--- config.mk ---
export PLATFORM = sky130hd
export DESIGN_NAME = seq_detect_fsm
export DESIGN_NICKNAME = d
export VERILOG_FILES = /design/src/rtl/seq_detect_fsm.sv
export SDC_FILE = /design/constraint.sdc
export NUM_CORES = 1
export LEC_CHECK = 0
export ABC_AREA = 1
export CAP_MARGIN = 15
export CORE_MARGIN = 5
export CORE_UTILIZATION = 45
export DETAILED_ROUTE_END_ITERATION = 12
export GPL_TIMING_DRIVEN = 0
export MAX_ROUTING_LAYER = met4
export PLACE_DENSITY = 0.67
export SETUP_SLACK_MARGIN = 0.1
export SYNTH_ARGS = -nofsm -noshare
export SYNTH_HDL_FRONTEND = slang
export SYNTH_SLANG_ARGS = --single-unit
--- constraint.sdc ---
create_clock -name clk -period 1.8 [get_ports clk]
set_input_delay 0.18 -clock clk [delete_from_list [all_inputs] [get_ports clk]]
set_output_delay 0.18 -clock clk [all_outputs]
set_load 0.01 [all_outputs]
--- src/rtl/seq_detect_fsm.sv ---
// Parametrised Moore sequence detector with a saturating match counter.
// Optional gap timeout is enabled by defining SEQ_DET_GAP_TIMEOUT_EN.
module seq_detect_fsm #(
  parameter int                 PAT_LEN = 4,
  parameter logic [PAT_LEN-1:0] PATTERN = 4'b1011,
  parameter bit                 OVERLAP = 1'b1,
  parameter int                 CNT_W   = 8
`ifdef SEQ_DET_GAP_TIMEOUT_EN
  , parameter int               GAP_MAX = 15
`endif
) (
  input  logic             clk,
  input  logic             rst,
  input  logic             en,
  input  logic             x,
  input  logic             clr_cnt,
  output logic             y,
  output logic [CNT_W-1:0] match_cnt,
  output logic             busy
`ifdef SEQ_DET_GAP_TIMEOUT_EN
  , output logic           timeout
`endif
);

  localparam int SW = $clog2(PAT_LEN + 1);
  localparam int NS = 2 ** SW;
  localparam logic [SW-1:0] S_IDLE  = '0;
  localparam logic [SW-1:0] S_MATCH = SW'(PAT_LEN);

  // Next state after holding s matched bits and receiving b (KMP fallback).
  function automatic int next_state(input int s, input logic b);
    int   res;
    int   kmax;
    int   j;
    bit   ok;
    logic hb;
    res = 0;
    if (s > PAT_LEN) begin
      return 0;
    end
    if (s == PAT_LEN && !OVERLAP) begin
      return (b == PATTERN[PAT_LEN-1]) ? 1 : 0;
    end
    kmax = (s + 1 > PAT_LEN) ? PAT_LEN : s + 1;
    for (int k = 1; k <= kmax; k++) begin
      ok = 1'b1;
      for (int i = 0; i < k; i++) begin
        j = k - 1 - i;
        if (j == 0) hb = b;
        else        hb = PATTERN[PAT_LEN-1-s+j];
        if (PATTERN[PAT_LEN-1-i] != hb) ok = 1'b0;
      end
      if (ok) res = k;
    end
    return res;
  endfunction

  logic [SW-1:0] nxt0 [NS];
  logic [SW-1:0] nxt1 [NS];

  for (genvar gi = 0; gi < NS; gi++) begin : g_tbl
    localparam int N0 = next_state(gi, 1'b0);
    localparam int N1 = next_state(gi, 1'b1);
    assign nxt0[gi] = SW'(N0);
    assign nxt1[gi] = SW'(N1);
  end

  logic [SW-1:0]    state_q, state_d;
  logic [CNT_W-1:0] cnt_q, cnt_d;
  logic             y_q, busy_q;
  logic             inc;

`ifdef SEQ_DET_GAP_TIMEOUT_EN
  localparam int GW = $clog2(GAP_MAX + 1);
  logic [GW-1:0] gap_q, gap_d;
  logic          timeout_q, timeout_d;
`endif

  always_comb begin
    state_d = state_q;
    if (en) state_d = x ? nxt1[state_q] : nxt0[state_q];
`ifdef SEQ_DET_GAP_TIMEOUT_EN
    gap_d     = '0;
    timeout_d = 1'b0;
    if (!en && busy_q) begin
      if (gap_q == GW'(GAP_MAX - 1)) begin
        timeout_d = 1'b1;
        state_d   = S_IDLE;
      end else begin
        gap_d = gap_q + 1'b1;
      end
    end
`endif
    inc   = en && (state_d == S_MATCH);
    cnt_d = cnt_q;
    // A clear coinciding with a match leaves exactly that match counted.
    if (clr_cnt)                  cnt_d = inc ? CNT_W'(1) : '0;
    else if (inc && cnt_q != '1)  cnt_d = cnt_q + 1'b1;
  end

  always_ff @(posedge clk) begin
    if (rst) begin
      state_q   <= S_IDLE;
      cnt_q     <= '0;
      y_q       <= 1'b0;
      busy_q    <= 1'b0;
`ifdef SEQ_DET_GAP_TIMEOUT_EN
      gap_q     <= '0;
      timeout_q <= 1'b0;
`endif
    end else begin
      state_q   <= state_d;
      cnt_q     <= cnt_d;
      y_q       <= (state_d == S_MATCH);
      busy_q    <= (state_d != S_IDLE) && (state_d != S_MATCH);
`ifdef SEQ_DET_GAP_TIMEOUT_EN
      gap_q     <= gap_d;
      timeout_q <= timeout_d;
`endif
    end
  end

  assign y         = y_q;
  assign busy      = busy_q;
  assign match_cnt = cnt_q;
`ifdef SEQ_DET_GAP_TIMEOUT_EN
  assign timeout   = timeout_q;
`endif

endmodule
### Word-level counts from Yosys, hierarchy flattened

Memories as Yosys holds them, arrays and structs flattened.
Index checks and enable logic that the tools add are counted.

* mux-type cells: 9
* divide/modulo/power cells: 0
* multipliers: 0
* shifts and indexed selects: 0
* $add $sub $neg: 1
* reduce and logical (&&, ||, !) cells: 5
* equality and inequality tests: 3
* bitwise logic cells: 1
* order comparisons: 1

Operators with widths (count)
* 3-bit 2-to-1 mux: 6
* 8-bit 2-to-1 mux: 2
* 8-bit by 1-bit adder with 8-bit output, second input constant: 1
* 8-bit != test, second input constant: 1
* 4-bit >= comparator, second input constant: 1
* 3-bit NOT with 4-bit output: 1
* 3-bit == test, second input constant: 1
* 1-bit logical AND: 3
* 3-bit != test, second input constant: 1
* 3-bit nonzero test: 1
* 2-bit nonzero test: 1
* 1-bit 2-to-1 mux: 1

* bits in writable memories: 0
* output and inout bits: 10
* latch bits: 0
* memories kept: 2
* bits in registers: 13
* bits in read-only memories: 48
* word-level logic and storage cells: 26

Memory list
* (no name shown): words 8, width 3, read ports 1, clocked after Yosys merged registers in 0, write ports 0, line 81 `if (en) state_d = x ? nxt1[state_q] : nxt0[state_q];`
* (no name shown): words 8, width 3, read ports 1, clocked after Yosys merged registers in 0, write ports 0, line 81

### Longest topological paths before layout

* depth in word-level cells: 11
* gate-level depth with buffers: 9

### Worst setup path before layout

No wires, ideal clock.

* path kind: register to register
* start: reg cnt_q[0] (netlist: match_cnt[0])
* end: reg cnt_q[1] (netlist: match_cnt[1])
* required time: 1.684 ns
* arrival: 1.271 ns
* clock period less this slack: 1.387 ns
* setup slack: 0.413 ns
* library setup time: 0.116 ns
* buffers on the path: 0
* stages on the path, launching flop included: 9
* path through: dfxtp_1 -> ha_1 -> nand2_1 -> nor2_1 -> nand2_2 -> nand2_4 -> inv_1 -> o21ai_0 -> nor2_1

* longest elaborated chain between the ends: 3
* elaborated cells on any way between the ends: 6
* those cells by class: 1 x add/sub; 1 x eq/ne; 2 x mux; 2 x reduce/logical

RTL lines
* from (decl): line 69 `logic [CNT_W-1:0] cnt_q, cnt_d;`
* from (signal assigned): line 113 `cnt_q <= cnt_d;`
* 8-bit by 1-bit adder with 8-bit output / 8-bit != test (equally long branches): line 98 `else if (inc && cnt_q != '1) cnt_d = cnt_q + 1'b1;`
* 8-bit 2-to-1 mux / 1-bit logical AND (equally long branches): line 98
* 8-bit 2-to-1 mux / 2-bit nonzero test (equally long branches)

Parallel ways exist; a longest one is shown, timed or not. The select of a mux whose other input is x is not followed.
A chain may end at the register's enable or synchronous reset.

### Final worst setup path

Same ends and word-level chain as after synthesis.

==> impl_metrics.toml <==
[route]
routed_via_density = 4.740
antenna_left = 0
drc = 0
vias = 711
wl_um = 1526
firstDrtPassIters = 4
wl_per_cell_um = 10.17
drt_iter0_drc = 20

[clock_network]
cts_buffer_depth = 2
h-tree-depth = 1
clock_sinks = 13
cts_resized = 0
cts_buffers = 3
cts_tree = "built"
cts_setup_buffers = 0
clkTransAtPathRegs_ns = 0.08
hold_buffers = 0
cts_root_buf = "clkbuf_4"
clkLatencyLatePin_ns = 0.28

[global_route]
grt_overflow = 0
grt_max_degree = 10
grt_pass1_vias = 615
grt_use_total_pct = 13.48
antenna_found_initial = 0
grt_pass1_wl_um = 2573

[floorplanning]
die_h_um = 50.61
ioPinCount = 15
rows = 14
die-area_sq_mm = 0.002561
die_width_um = 50.61
start_util_pct = 48.13
coreArea_sq_mm = 0.001541

[critical_path]
required_ns = 1.98
crit_fanout = 7
crit_path_end_kind = "flip-flop"
path_cells = "ha_1 -> nand2_1 -> nor2_1 -> nand2_2 -> nand2_4 -> inv_1 -> o21ai_0 -> nor2_1"
critPathMaxStageDelay_ns = 0.40
cp.arrival_ns = 1.67
r2r-start = "match_cnt[0]$_SDFFE_PP0P_"
critPathBufInv = 1
crit_family = "simple AND/OR/NAND/NOR gates"
critPathLaunchType = "flip-flop"
reg2reg_slack_ns = 0.31
critical_path_depth = 8
crit_end = "match_cnt[1]$_SDFFE_PP0P_"
crit_path_frequent_cell = "nor2_1"
ff2ff_path_depth = 8
slowest_stage = "dfxtp_1"
reg2reg_to = "match_cnt[1]$_SDFFE_PP0P_"
crit_type = "reg2reg"
crit_start = "match_cnt[0]$_SDFFE_PP0P_"

[placement]
dpl_cell_area_sq_um = 902.1
portBuffers = 14
dpl.hpwl_um = 1157
gp_congestion = 0.7971

[yosys]
synth_seq_cells = 13
ys_types = 18
synth_adder_area_share_pct = 1.686
synth-simple-area-share_pct = 41.48
synth_top_area_cell = "dfxtp_1"
synth_compound_gate_area_share_pct = 9.612
synth_top_family_by_area = "simple AND/OR/NAND/NOR gates"
seq_area_frac_synth_pct = 35.08
synthMuxAreaShare_pct = 0
synthXorXnorAreaFrac_pct = 0
synth_top_area_share_pct = 35.08
synthesis.nets = 122
synth_cells = 116
yosysWarnings = 0
post_synth.cell_area_avg_sq_um = 6.396
synth_area_leaders = "dfxtp_1 35%, nand2_1 16%, inv_1 12%"
synth_area_sq_um = 742.0

[sta]
hold_viol_final = 0
period_share_pct = 82.68
final-setup-viol-count = 0
fin_worst_skew_ns = 0.0006624
max_freq_ghz = 0.6719
fin_setup_tns_ns = 0
whs_ns = 0.5050
finalMaxSlewViolations = 0
max_slew_margin_pct = 83.29
rsz0062_at_grt = "false"
worst-slew-pin-transition_ns = 0.2498
period_minus_slack_ns = 1.488

[finish]
layout-drive-gt1-share_pct = 7.463
post-route-cell-area_sq_um = 928.4
area_growth_pct = 25.13
mostFrequentLayoutCells = "31 x nand2_1, 24 x inv_1, 18 x nor2_1"
layout_commonest_cell = "nand2_1"
nNetsFinal = 141
diodes = 0

[job]
cap_violations = 0

[power_and_ir_drop]
worst_ir_drop_vdd_mv = 0.3811
power.leakage_uw = 0.0004383
powerDensity_mw_per_mm2 = 589.6

[outcome]
status = "finished, final reports clean"

[hold_path]
hp-start = "match_cnt[6]$_SDFFE_PP0P_"
hp-class = "reg2reg"
[where the power goes]
group	switching, uW	total [uW]	internal [uW]
Sequential	4.98	300	295
Combinational	31.9	60.9	29.0
Clock	101	187	86.1
Total	138	547	410
[how the worst min path moves through the flow]
stage                                           end  slack (ns)  cells after the start
after floorplan           match_cnt[0]$_SDFFE_PP0P_        0.24                      1
after global placement    match_cnt[6]$_SDFFE_PP0P_        0.48                      2
after detailed placement  match_cnt[6]$_SDFFE_PP0P_        0.49                      2
after CTS                 match_cnt[6]$_SDFFE_PP0P_        0.50                      2
after global routing      match_cnt[6]$_SDFFE_PP0P_        0.53                      2
final                     match_cnt[6]$_SDFFE_PP0P_        0.51                      2
[cell type report]
cell class,count,area (sq um)
timing repair buffer,14,140.1
multi-input combinational,79,391.6
sequential,13,260.3
tap,16,20.02
clock buffer,4,26.28
inverter,24,90.09
fill,163,613.1
[registers in the layout, summed over array words and instances, names as in the netlist]
name       count
state_q        3
busy           1
match_cnt      8
y              1
[logic make-up (layout without fill, tap and decap cells)]
| group | Yosys count | in the layout |
|---|---|---|
| AOI/OAI and AO/OA | 12 | 12 |
| adders and majority gates | 1 | 1 |
| buffers and inverters | 24 | 42 |
| DFF | 13 | 13 |
| and+or+nand+nor | 66 | 66 |
[stage by stage]
stage               setup WS [ns]  total power, uW  cells  utilization (%)
floorplan                  0.4128            340.0    116                -
global placement           0.2128            367.0    146            58.52
detailed placement         0.2085            367.9    146            58.52
CTS                        0.3101            557.5    150            60.23
global route               0.1364            576.7    150            60.23
finish                     0.3118            547.3    150            60.23
[worst register-to-register path: stages (launching register included)]
cell and delay, ns:
dfxtp_1 0.40, ha_1 0.21, nand2_1 0.11, nor2_1 0.16, nand2_2 0.14, nand2_4 0.13
inv_1 0.04, o21ai_0 0.13, nor2_1 0.05
[Yosys cell counts, drive strengths merged]
library cell  count
o21bai            2
ha                1
o21ai             5
dfxtp            13
o211ai            1
nand3             8
a21oi             4
nand2            34
nor2             19
nand4             3
or2               1
inv              24
nor3              1
[layer usage]
layer	wire length (um)	track usage, %	vias to the layer above	part of all wire, %
met5	0	-	-	0
met4	33	6.383	0	2.2
met3	76	5.621	4	5.0
met1	741	15.67	305	49
li1	-	-	389	-
met2	674	19.83	13	44
No activity file was read; power rests on OpenSTA's default activity.
